### config.mk
export PLATFORM = sky130hd
export DESIGN_NAME = alu_sub_mp
export DESIGN_NICKNAME = d
export VERILOG_FILES = /design/src/rtl/alu_sub_mp.sv
export SDC_FILE = /design/constraint.sdc
export NUM_CORES = 1
export LEC_CHECK = 0
export ABC_AREA = 1
export CAP_MARGIN = 10
export CORE_AREA = 2 2 313 160
export DETAILED_ROUTE_END_ITERATION = 8
export DIE_AREA = 0 0 315 162
export HOLD_SLACK_MARGIN = 0.03
export PLACE_DENSITY = 0.46
export SYNTH_ARGS = -nofsm -noshare
export SYNTH_HDL_FRONTEND = slang
export SYNTH_SLANG_ARGS = --single-unit
export TNS_END_PERCENT = 20
### constraint.sdc
create_clock -name clk -period 14 [get_ports clk]
set_input_delay 1.4 -clock clk [delete_from_list [all_inputs] [get_ports clk]]
set_output_delay 1.4 -clock clk [all_outputs]
set_load 0.03 [all_outputs]
### src/rtl/alu_sub_mp.sv
// Multi-precision sequential subtractor: WIDTH-bit operands, CHUNK bits per cycle, LSB slice first.
// ARM-style flags (carry = no borrow) with SUB, SBC, CMP (flags only) and RSB modes.
module alu_sub_mp #(
    parameter int WIDTH = 64,
    parameter int CHUNK = 16
) (
    input  logic             clk,
    input  logic             reset,
    input  logic             start,
    input  logic [1:0]       mode,
    input  logic             carry_in,
    input  logic [WIDTH-1:0] operand1,
    input  logic [WIDTH-1:0] operand2,
    output logic             busy,
    output logic             done,
    output logic [WIDTH-1:0] dout,
    output logic             carry,
    output logic             ovf,
    output logic             zero,
    output logic             neg
);

    localparam int NCHUNK = WIDTH / CHUNK;
    localparam int KW     = (NCHUNK > 1) ? $clog2(NCHUNK) : 1;
    localparam logic [KW-1:0] K_LAST = KW'(NCHUNK - 1);

    localparam logic [0:0] S_IDLE = 1'b0;
    localparam logic [0:0] S_RUN  = 1'b1;

    localparam logic [1:0] M_SUB = 2'b00;
    localparam logic [1:0] M_SBC = 2'b01;
    localparam logic [1:0] M_CMP = 2'b10;
    localparam logic [1:0] M_RSB = 2'b11;

    generate
        if ((NCHUNK < 1) || ((WIDTH % CHUNK) != 0)) begin : g_bad_cfg
            $error("alu_sub_mp: WIDTH must be a positive integer multiple of CHUNK");
        end
    endgenerate

    // Control and architecturally visible state.
    logic [0:0]       state_q, state_d;
    logic             done_q, done_d;
    logic [WIDTH-1:0] dout_q, dout_d;
    logic             carry_q, carry_d;
    logic             ovf_q, ovf_d;
    logic             zero_q, zero_d;
    logic             neg_q, neg_d;

    // Datapath working registers.
    logic [WIDTH-1:0] a_q, a_d;
    logic [WIDTH-1:0] b_q, b_d;
    logic [WIDTH-1:0] r_q, r_d;
    logic [KW-1:0]    k_q, k_d;
    logic             c_q, c_d;
    logic             cmp_q, cmp_d;

    logic [CHUNK-1:0] a_k, b_k;
    logic [CHUNK:0]   sum_k;
    int               lo;

    // One CHUNK+1-bit add per cycle: A_k + ~B_k + chained carry.
    always_comb begin
        lo    = int'(k_q) * CHUNK;
        a_k   = a_q[lo +: CHUNK];
        b_k   = b_q[lo +: CHUNK];
        sum_k = {1'b0, a_k} + {1'b0, ~b_k} + {{CHUNK{1'b0}}, c_q};
    end

    // NOTE: combinational next-state logic uses blocking assignments with every
    // target defaulted first, so r_d can be read back after the slice update
    // and no latch is inferred.
    always_comb begin
        state_d = state_q;
        done_d  = 1'b0;
        dout_d  = dout_q;
        carry_d = carry_q;
        ovf_d   = ovf_q;
        zero_d  = zero_q;
        neg_d   = neg_q;
        a_d     = a_q;
        b_d     = b_q;
        r_d     = r_q;
        k_d     = k_q;
        c_d     = c_q;
        cmp_d   = cmp_q;

        case (state_q)
            S_IDLE: begin
                if (start) begin
                    state_d = S_RUN;
                    k_d     = '0;
                    cmp_d   = (mode == M_CMP);
                    c_d     = (mode == M_SBC) ? carry_in : 1'b1;
                    if (mode == M_RSB) begin
                        a_d = operand2;
                        b_d = operand1;
                    end else begin
                        a_d = operand1;
                        b_d = operand2;
                    end
                end
            end

            S_RUN: begin
                r_d[lo +: CHUNK] = sum_k[CHUNK-1:0];
                c_d              = sum_k[CHUNK];
                k_d              = k_q + KW'(1);
                if (k_q == K_LAST) begin
                    state_d = S_IDLE;
                    done_d  = 1'b1;
                    if (!cmp_q) begin
                        dout_d = r_d;
                    end
                    carry_d = sum_k[CHUNK];
                    ovf_d   = (a_q[WIDTH-1] != b_q[WIDTH-1]) && (r_d[WIDTH-1] != a_q[WIDTH-1]);
                    zero_d  = (r_d == '0);
                    neg_d   = r_d[WIDTH-1];
                end
            end

            default: begin
                state_d = S_IDLE;
            end
        endcase
    end

    always_ff @(posedge clk) begin
        if (reset) begin
            state_q <= S_IDLE;
            done_q  <= 1'b0;
            dout_q  <= '0;
            carry_q <= 1'b0;
            ovf_q   <= 1'b0;
            zero_q  <= 1'b0;
            neg_q   <= 1'b0;
        end else begin
            state_q <= state_d;
            done_q  <= done_d;
            dout_q  <= dout_d;
            carry_q <= carry_d;
            ovf_q   <= ovf_d;
            zero_q  <= zero_d;
            neg_q   <= neg_d;
        end
    end

    // NOTE: working registers are fully reloaded on acceptance before they are
    // read, so they carry no reset and stay plain flops.
    always_ff @(posedge clk) begin
        a_q   <= a_d;
        b_q   <= b_d;
        r_q   <= r_d;
        k_q   <= k_d;
        c_q   <= c_d;
        cmp_q <= cmp_d;
    end

    assign busy  = (state_q == S_RUN);
    assign done  = done_q;
    assign dout  = dout_q;
    assign carry = carry_q;
    assign ovf   = ovf_q;
    assign zero  = zero_q;
    assign neg   = neg_q;

endmodule

After elaboration in Yosys (flattened, before gate mapping)
Index checks and enable logic that the tools add are counted.
{"block": "word_totals", "reg_bits": 266, "input_bits": 134, "elab_cells": 49}
{"block": "classes", "addsub": 4, "eq_ne": 7, "n_shift": 4, "mux": 12, "bitwise_logic": 3, "n_reduce_logical": 6}
{"cell": "2-to-1 mux 64 bit", "count": 2}
{"cell": "indexed part select 64 x 7 -> 16 bit", "count": 2}
{"cell": "bitwise mux 64 bit", "count": 1}
{"cell": "zero test 64 bit", "count": 1}
{"cell": "variable shift 16 x 33 -> 64 bit, first input constant", "count": 1}
{"cell": "indexed part select 16 x 33 -> 64 bit", "count": 1}
{"cell": "negator 6 -> 33 bit", "count": 1}
{"cell": "adder 16 x 16 -> 17 bit", "count": 1}
{"cell": "adder 17 x 1 -> 17 bit", "count": 1}
{"cell": "inverter 16 bit", "count": 1}
{"cell": "equality test 2 bit, second input constant", "count": 3}
{"cell": "2-to-1 mux 1 bit", "count": 5}
{"cell": "case mux 1 bit (2 select lines)", "count": 2}
{"cell": "case mux 2 bit (2 select lines)", "count": 1}
{"cell": "AND reduction 2 bit", "count": 2}
{"cell": "AND reduction 3 bit", "count": 1}
{"cell": "adder 2 x 1 -> 2 bit, second input constant", "count": 1}
{"cell": "equality test 2 x 1 -> 1 bit, second input constant", "count": 1}
{"cell": "2-to-1 mux 2 bit", "count": 1}
{"cell": "inequality test 1 bit", "count": 2}
{"cell": "inequality test 2 bit, second input constant", "count": 1}
{"cell": "inverter 1 bit", "count": 2}
{"cell": "OR reduction 2 bit", "count": 1}
{"cell": "logical AND 1 bit", "count": 1}

Depth between registers and ports, before layout
Gate-level depths: netlist (run 1).
{"block": "depth", "depth_word": 8, "mapped_depth": 25, "mapped_depth_nobuf": 22}

Worst setup path before layout (run 1)
OpenSTA, ideal clock, no wires.
{"block": "synth_timing", "path_type": "reg-to-reg", "from": "register state_q (netlist: busy)", "to": "register a_q[0], enable pin", "arrival_ps": 6941, "required_ps": 13377, "path_slack_ps": 6436, "stages_incl_launch_ff": 2, "path_buffers": 0, "period_less_slack_ps": 7564, "path_cell_list": "dfxtp_1 > nor2_1"}
{"block": "synth_via", "elab_chain_len": 2}
{"element": "start: declaration", "line": "42", "rtl": "logic [0:0] state_q, state_d;"}
{"element": "start signal: assignment", "line": "138", "rtl": "state_q <= state_d;"}
{"element": "inverter 1 bit"}
{"element": "AND reduction 2 bit (no source line)"}
{"element": "end signal: assignment", "line": "151", "rtl": "a_q <= a_d;"}
{"element": "end: declaration", "line": "51", "rtl": "logic [WIDTH-1:0] a_q, a_d;"}
No other way between the ends.
A chain may end at the register's enable or synchronous reset.

Worst setup path in the final report (run 1)
{"block": "layout_timing", "from": "register k_q[1]", "to": "register zero_q (netlist: zero)"}
{"block": "layout_via", "elab_chain_len": 7, "word_cells_on_any_way": 12}
{"element": "start: declaration", "line": "54", "rtl": "logic [KW-1:0] k_q, k_d;"}
{"element": "start signal: assignment", "line": "154", "rtl": "k_q <= k_d;"}
{"element": "indexed part select 64 x 7 -> 16 bit", "line": "66", "rtl": "b_k = b_q[lo +: CHUNK];"}
{"element": "inverter 16 bit", "line": "67", "rtl": "sum_k = {1'b0, a_k} + {1'b0, ~b_k} + {{CHUNK{1'b0}}, c_q};"}
{"element": "adder 16 x 16 -> 17 bit", "line": "67"}
{"element": "adder 17 x 1 -> 17 bit", "line": "67"}
{"element": "indexed part select 16 x 33 -> 64 bit", "line": "106", "rtl": "r_d[lo +: CHUNK] = sum_k[CHUNK-1:0];"}
{"element": "bitwise mux 64 bit", "line": "106"}
{"element": "zero test 64 bit", "line": "117", "rtl": "zero_d = (r_d == '0);"}
{"element": "end signal: assignment", "line": "143", "rtl": "zero_q <= zero_d;"}
{"element": "end: declaration", "line": "47", "rtl": "logic zero_q, zero_d;"}
Parallel ways exist; a longest one is shown, timed or not.

==> results of run 1 <==
-- area by class of cell --
class / instances / area (um2)
sequential: 266 / 7290
fill: 5029 / 31300
clock inverter: 8 / 37.5
tap: 649 / 812
timing repair buffer: 217 / 2160
inverter: 237 / 890
multi-input combinational: 1043 / 4930
clock buffer: 37 / 744
-- worst register-to-register path, delay by kind of cell (launching register included) --
family | cells | cell delay, ps
buffers and inverters | 2 | 540
flip-flops | 1 | 920
adder cells (fa/ha/maj) | 2 | 840
AO/OA/AOI/OAI | 1 | 390
AND/OR/NAND/NOR | 14 | 1540
-- logic make-up after synthesis --
| kind of cell | synth area share (%) |
|---|---|
| AO/OA/AOI/OAI | 12.6 |
| adder cells (fa/ha/maj) | 2.26 |
| buffers and inverters | 9.11 |
| flip-flops | 54.3 |
| AND/OR/NAND/NOR | 21.8 |
-- power by group through the flow --
stage / clock, mW / sequential [mW] / combinational [mW]
after floorplan: 0 / 0.958 / 0.327
after global placement: 0 / 0.949 / 0.540
after detailed placement: 0 / 0.949 / 0.542
after CTS: 0.696 / 0.933 / 0.544
after global routing: 0.723 / 0.936 / 0.614
final: 0.677 / 0.932 / 0.542
-- synthesized netlist by cell type --
master and count:
buf_2 11, o21ai_1 8, buf_1 16, nand3b_1 2, o211ai_1 21, nand3_1 45
ha_1 21, nand2_1 370, nand4_1 34, nand3_2 3, nor3_2 1, a32oi_1 3
nor2_1 237, buf_6 1, nor2_2 6, inv_1 236, o21ai_0 147, nor3_1 2
a21oi_1 93, o21ai_2 1, and2_1 3, a21oi_2 2, edfxtp_1 196, inv_2 1
clkbuf_1 55, o22ai_1 15, dfxtp_1 70, fa_1 2, a32o_1 14, nand2_2 12
and3_1 1
-- worst paths after layout --
| check | startpoint | end | slack, ps | cells past startpoint |
|---|---|---|---|---|
| hold reg to reg | neg | neg | 460 | 2 |
| hold / removal | neg | neg | 460 | 2 |
| setup / recovery | k_q[1] | zero | 9710 | 19 |
| setup reg to reg | k_q[1] | zero | 9710 | 19 |
-- metal layers --
layer  vias up  routed length, um  track usage [%]  part of all wire (%)
met1      5123              19200             21.7                    47
met4         0                592             2.68                   1.5
met5         -                  0                0                     0
met3        36               2070             3.20                   5.1
li1       5658                  -                -                     -
met2       206              18900             26.0                    46
-- flip-flops by register name, summed over array words and instances, names as in the netlist, 2 cells and up --
signal / flops
b_q: 64
k_q: 2
a_q: 64
r_q: 64
dout: 64
==> out/metrics.cfg, run 1 <==
[status]
status=finished, final reports clean

[floorplanning]
initial_utilization_pct=27.9
core_um2=48100
die_width_um=315
ios=204
num_rows=57
die_area_um2=51000
die_h_um=162

[clock_network]
h-tree-depth=1
cts_resized=0
cts_setup_buffers=0
cts_tree=built
cts.sinks=266
cts_hold_buf=0
cts_max_path_buffers=3
cts-buffers-inserted=27
path_clk_slew_ps=70
root_buffer=clkbuf_16
clkLatencyLatePin_ps=550

[route]
drtIter0Drc=877
first_pass_iters=5
wirelength_mm=40.8
ant_nets=0
drc=0
vias=11000
vias_per_cell=4.49
post_drt_wl_per_cell_um=16.6

[power_and_ir_drop]
total_power_mw=2.15
p_leak_nw=7.37
intPower_mw=1.45
p_seq_share_pct=43.3
p_sw_share_pct=32.5
irDropWorstVdd_mv=0.0946
p_per_area_nw_per_um2=128
p_comb_share_pct=25.2
p_clk_share_pct=31.5
power_switching_uw=700

[placed_design]
gp_congestion=0.819
post-place-ws_ps=9660
placed_cells=2412
placed_area_um2=16100
io_buffers=203
dp_hpwl_mm=29.6

[synthesis]
synth_area_per_cell_um2=8.24
netlist.area_leader.share_pct=43.9
syn-num-nets=1786
syn_inst=1629
synth.distinct_cells=31
synth_area_leaders=edfxtp_1, dfxtp_1, nand2_1, nor2_1, inv_1
synth_area_leader_cell=edfxtp_1
ys_seq_elements=266
synth.yosys.warnings=0
syn_area_um2=13400
yosysSeqAreaShare_pct=54.3

[grt]
grt_pass1_vias=10800
antenna_found_initial=0
track_usage_pct=15.8
grt_max_degree=120
grt-ovfl-total=0
grt_pass1_wl_mm=62.9

[cells_and_area]
syn2layout_area_growth_pct=25.7
finalInstanceArea_um2=16900
layout_common_cells=nand2_1, inv_1, nor2_1
nets=1949
antennaDiodeCount=0
final_cells=2457
fin_util_pct=35.0
drive_gt1_share_pct=4.42
final_common_cell=nand2_1

[sta]
worst_slack_ps=9710
setup_violations=0
slew_viol_final=0
min_period_over_period_pct=30.6
hold_viol=0
tightest_slew_ps=987
clock.fmax_mhz=233
layout_min_cycle_time_ps=4290
holdWs_ps=465
setup_tns_ps=0
slew_headroom_pct=34.2
fin_skew_ps=14.8
rsz0062_at_grt=false

[setup_path]
cp_max_fo=20
critical-path-top-delay-family=simple AND/OR/NAND/NOR gates
slowest_stage=edfxtp_1
path_cells=inv_1 -> a32o_1 -> fa_1 -> fa_1 -> inv_1 -> nand2_1 -> nand2_1 -> nand3_1 -> nand3_1 -> nand2_2 -> nand2_1 -> nand2_1 -> nor3_2 -> nand2_1 -> nor2_1 -> nand3_1 -> nor2_1 -> nand2_1 -> nand2_1
critPathMaxStageDelay_ps=920
path_class=reg -> reg
cp_num_buf_inv=2
cp.arrival_ps=4780
endpoint_kind=flip-flop
required_ps=14490
crit_top_cell=nand2_1
cp-start-kind=flip-flop

[hold_path]
hold_class=reg -> reg

[run]
drv_cap=0

Note: power is estimated with default switching activity, not from simulation.
==> inputs of run 2 (changes only) <==
Clock period 14 ns to 4.2 ns, I/O delays scaled along.
==> run 2 against run 1 <==
Net effect:
- first-iteration DRC count is 19% lower
- register-to-register slack worse by 9000 ps
- clock skew shrank 0.84 ps
- clock power increased to 3.4 times the previous value
- critical path depth up 2
- worst setup slack worse by 9000 ps
- non-clock buffer count rose by 5
- sequential power rose to 3.3 times the previous value
==> out/metrics.cfg, run 2 (synthesized netlist as in run 1, its figures left out) <==
[route]
drc=0  ; unchanged
first_pass_iters=5  ; unchanged
post_drt_wl_per_cell_um=16.6  ; about the same
ant_nets=0  ; unchanged
vias_per_cell=4.49  ; about the same
wirelength_mm=41.0  ; was 40.8 mm
drtIter0Drc=709  ; was 877
vias=11100  ; was 11,000

[power_and_ir_drop]
p_clk_share_pct=32.1  ; was 31.5%
total_power_mw=7.25  ; was 2.15 mW
power_switching_mw=2.34  ; was 700 uW
p_sw_share_pct=32.2  ; was 32.5%
p_leak_nw=7.43  ; was 7.37 nW
irDropWorstVdd_mv=0.220  ; was 0.0946 mV
p_comb_share_pct=25.0  ; was 25.2%
intPower_mw=4.91  ; was 1.45 mW
p_seq_share_pct=42.9  ; was 43.3%
p_per_area_nw_per_um2=426  ; was 128 nW/um2

[floorplanning]
core_um2=48100  ; unchanged
die_h_um=162  ; unchanged
initial_utilization_pct=27.9  ; unchanged
die_area_um2=51000  ; unchanged
die_width_um=315  ; unchanged
ios=204  ; unchanged
num_rows=57  ; unchanged

[clock_network]
cts.sinks=266  ; unchanged
cts_max_path_buffers=3  ; unchanged
h-tree-depth=1  ; unchanged
clkLatencyLatePin_ps=560  ; was 550 ps
root_buffer=clkbuf_16  ; unchanged
cts_setup_buffers=0  ; unchanged
path_clk_slew_ps=60  ; was 70 ps
cts_hold_buf=0  ; unchanged
cts_resized=0  ; unchanged
cts_tree=built  ; unchanged
cts-buffers-inserted=27  ; unchanged

[setup_path]
cp-start-kind=flip-flop  ; unchanged
path_class=reg -> reg  ; unchanged
endpoint_kind=flip-flop  ; unchanged
cp.arrival_ps=3980  ; was 4780 ps
required_ps=4650  ; was 14,490 ps
cp_max_fo=63  ; was 20

[placed_design]
post-place-ws_ps=646  ; was 9660 ps
gp_congestion=0.830  ; was 0.819
dp_hpwl_mm=30.0  ; was 29.6 mm
placed_cells=2417  ; was 2,412
io_buffers=203  ; unchanged

[run]
drv_cap=0  ; unchanged

[grt]
grt_pass1_vias=10700  ; was 10,800
busiest_layer=met2  ; unchanged
use_met1_pct=22.5  ; was 21.7%
grt_pass1_wl_mm=62.9  ; about the same
grt_util_met2_pct=26.2  ; was 26.0%
grt-ovfl-total=0  ; unchanged
grt_max_degree=93  ; was 120
grtUsageMet3_pct=2.27  ; was 3.20%
track_usage_pct=15.9  ; was 15.8%
antenna_found_initial=1  ; was 0

[sta]
clock.fmax_mhz=283  ; was 233 MHz
hold_viol=0  ; unchanged
min_period_over_period_pct=84.0  ; was 30.6%
setup_tns_ps=0  ; unchanged
tightest_slew_ps=895  ; was 987 ps
slew_headroom_pct=40.4  ; was 34.2%
rsz0062_at_grt=false  ; unchanged
layout_min_cycle_time_ps=3530  ; was 4290 ps
setup_violations=0  ; unchanged
slew_viol_final=0  ; unchanged
fin_skew_ps=14.0  ; was 14.8 ps
worst_slack_ps=672  ; was 9710 ps

[cells_and_area]
fin_util_pct=35.3  ; was 35.0%
final_common_cell=nand2_1  ; unchanged
drive_gt1_share_pct=4.96  ; was 4.42%
syn2layout_area_growth_pct=26.7  ; was 25.7%
final_cells=2465  ; was 2,457
nets=1954  ; was 1,949
layout_common_cells=nand2_1, inv_1, nor2_1  ; unchanged

[hold_path]
hold_class=reg -> reg  ; unchanged

[status]
status=finished, final reports clean  ; unchanged

-- run 2: changes by cell type in the layout (fill, tap and decap cells not counted), sizes merged --
cell and delta:
clkbuf -2, diode +1, inv +1, buf +5, clkinv +2, clkinvlp +1
-- run 2: layer usage --
metal  vias to the layer above  share of wire [%]
met2                       177                 47
met3                        41                3.7
met5                         -                  0
li1                       5665                  -
met1                      5178                 48
met4                         0                1.6
-- run 2: final timing paths --
kind / startpoint / depth (start not counted) / endpoint / slack [ps]
max reg2reg: k_q[0] / 21 / zero / 670
min: neg / 2 / neg / 470
min reg2reg: neg / 2 / neg / 470
max: k_q[0] / 21 / zero / 670
-- run 2: final cells by class --
cell class / count / area [um2]
fill: 5039 / 31100
sequential: 266 / 7290
multi-input combinational: 1043 / 4930
timing repair buffer: 222 / 2250
inverter: 237 / 890
tap: 649 / 812
clock buffer: 35 / 768
clock inverter: 12 / 62.6
antenna: 1 / 2.50
-- run 2: metrics by stage --
stage | instance area, um2 | hold slack (ps)
floorplan | 13400 | 515
global placement | 16200 | 454
detailed placement | 16200 | 457
CTS | 17000 | 472
global route | 17000 | 518
finish | 17000 | 473
-- run 2: power groups by stage --
stage,registers [mW],clock network [mW],logic [mW]
CTS,3.11,2.39,1.82
finish,3.11,2.33,1.81
detailed placement,3.16,0,1.82
floorplan,3.18,0,1.09
global placement,3.16,0,1.81
global route,3.12,2.49,2.04
-- run 2: critical path: stages (launching register included) --
cell	delay, ps
edfxtp_1	450
buf_12	290
nand2_1	90
a32o_1	270
fa_1	440
fa_1	410
inv_1	120
nand3_1	100
nand2_1	90
nand3_1	80
nand3_1	90
nand2_1	50
nand2_1	210
nand3_1	120
o21ai_1	130
inv_1	100
nand2_1	70
nor2_1	40
nand2_1	90
nor2_1	50
nand2_1	70
nand2_1	50
==> inputs of run 3 (changes only) <==
Clock period 4.2 ns to 3.3 ns, I/O delays scaled along.
==> run 3 against run 2 <==
Net effect:
- fmax increased by 7.9%
- critical path depth decreased by 1
- critical path type unchanged
- sequential power increased by 27%
- clock skew increased by 2.3 ps
- largest power group unchanged
- total power increased by 41%
==> out/metrics.cfg, run 3 (synthesized netlist as in run 1, its figures left out) <==
[status]
status=finished, final reports clean  ; unchanged

[power_and_ir_drop]
irDropWorstVdd_mv=0.290  ; was 0.220 mV
p_per_area_nw_per_um2=561  ; was 426 nW/um2
p_leak_nw=8.02  ; was 7.43 nW

[cells_and_area]
final_common_cell=nand2_1  ; unchanged
final_cells=2563  ; was 2,465
layout_common_cells=nand2_1, inv_1, nor2_1  ; unchanged
drive_gt1_share_pct=12.1  ; was 4.96%
antennaDiodeCount=0  ; was 1
nets=2049  ; was 1,954
fillers=4980  ; was 5,039
syn2layout_area_growth_pct=35.4  ; was 26.7%

[route]
wirelength_mm=42.2  ; was 41.0 mm
ant_nets=0  ; unchanged
vias=11500  ; was 11,100
first_pass_iters=5  ; unchanged
drtIter0Drc=804  ; was 709
drc=0  ; unchanged
post_drt_wl_per_cell_um=16.5  ; was 16.6 um
vias_per_cell=4.49  ; about the same

[run]
drv_cap=0  ; unchanged

[grt]
grt_pass1_wl_mm=64.5  ; was 62.9 mm
antenna_found_initial=0  ; was 1
grt-ovfl-total=0  ; unchanged
grt_max_degree=77  ; was 93
grt_pass1_vias=11000  ; was 10,700
track_usage_pct=16.3  ; was 15.9%

[sta]
hold_viol=0  ; unchanged
fin_skew_ps=16.2  ; was 14.0 ps
tightest_slew_ps=887  ; was 895 ps
rsz0062_at_grt=true  ; was false
holdWs_ps=423  ; was 473 ps
worst_slack_ps=31.4  ; was 672 ps
layout_min_cycle_time_ps=3270  ; was 3530 ps
slew_headroom_pct=40.9  ; was 40.4%
setup_violations=0  ; unchanged
min_period_over_period_pct=99.0  ; was 84.0%
clock.fmax_mhz=306  ; was 283 MHz
slew_viol_final=0  ; unchanged

[clock_network]
cts_tree=built  ; unchanged
cts-buffers-inserted=28  ; was 27
cts_max_path_buffers=3  ; unchanged
root_buffer=clkbuf_16  ; unchanged
path_clk_slew_ps=60  ; about the same
cts.sinks=266  ; unchanged
clkLatencyLatePin_ps=560  ; about the same
cts_hold_buf=0  ; unchanged
h-tree-depth=1  ; unchanged

[floorplanning]
core_um2=48100  ; unchanged
die_area_um2=51000  ; unchanged
die_width_um=315  ; unchanged
num_rows=57  ; unchanged
ios=204  ; unchanged
die_h_um=162  ; unchanged
initial_utilization_pct=27.9  ; unchanged

[setup_path]
cp_max_fo=7  ; was 63
cp-start-kind=flip-flop  ; unchanged
path_class=reg -> reg  ; unchanged
cp.arrival_ps=3780  ; was 3980 ps
endpoint_kind=flip-flop  ; unchanged
required_ps=3810  ; was 4650 ps

[placed_design]
gp_congestion=0.863  ; was 0.830
post-place-ws_ps=-137  ; was 646 ps
io_buffers=203  ; unchanged
placed_cells=2502  ; was 2,417
dp_hpwl_mm=31.0  ; was 30.0 mm

[hold_path]
hold_class=in -> reg  ; was reg -> reg

[run 3: cell types whose count changed in the layout (fill, tap and decap cells not counted), sizes merged]
cell	previous run	this run
buf	19	113
clkbuf	35	41
bufinv	0	4
clkinv	10	6
inv	238	236
clkinvlp	1	2
diode	1	0
[run 3: worst paths after layout]
check                           cells after the start    from  endpoint  slack [ps]
worst max-delay path                               20  k_q[0]      zero          30
worst min register to register                      2     ovf       ovf         480
worst max register to register                     20  k_q[0]      zero          30
worst min-delay path                                2   reset      done         420
[run 3: through the flow]
stage	TNS [ps]	power [mW]	utilization (%)	instance area (um2)
2_1_floorplan	-648	5.43	-	13400
4_1_cts	0	10.2	37.3	18000
3_5_place_dp	-137	6.65	35.1	16900
3_3_place_gp	-86.9	6.65	35.1	16900
6_report	0	10.2	37.7	18200
5_1_grt	-161	10.7	37.7	18200
[run 3: cell type report]
| type | instances | area, um2 | area share, % |
|---|---|---|---|
| multi-input combinational | 1043 | 5070 | 27.9 |
| tap | 649 | 812 | 4.47 |
| inverter | 237 | 895 | 4.92 |
| sequential | 266 | 7290 | 40.1 |
| clock buffer | 41 | 843 | 4.64 |
| clock inverter | 11 | 160 | 0.881 |
| timing repair buffer | 316 | 3100 | 17.1 |
[run 3: critical path, stage by stage (launching register included)]
cell	delay (ps)
edfxtp_1	460
clkinv_4	140
buf_6	100
nand2_1	40
a32o_2	280
fa_2	380
fa_2	580
nor2_2	60
nand2_2	80
nor2_2	50
nor2_2	110
nand2_1	60
nor2_1	100
nand3_1	100
nor3_1	170
nand3_1	120
nor2_1	120
nand3_1	70
nor2_1	100
nand2_1	60
nand2_1	50
[run 3: what timing repair did]
action / 4_1_cts / 5_1_grt
pin swaps: 1 / 20
cloned: 1 / 0
setup buffers: 0 / 8
endpoints found under the setup margin: 1 / 20
gates resized for setup: 7 / 54
hold endpoints to repair: 0 / 0
[run 3: power by group]
group          switching [mW]  internal (mW)  total (mW)
registers              0.0840           3.87        3.95
clock network            1.38           2.08        3.46
logic                    1.69           1.09        2.78
total                    3.15           7.04        10.2
[run 3: metal layers]
metal	global-route usage (%)	share of wire (%)
met3	2.36	4.4
met2	26.8	46
met4	2.90	1.6
met5	0	0
met1	23.0	48
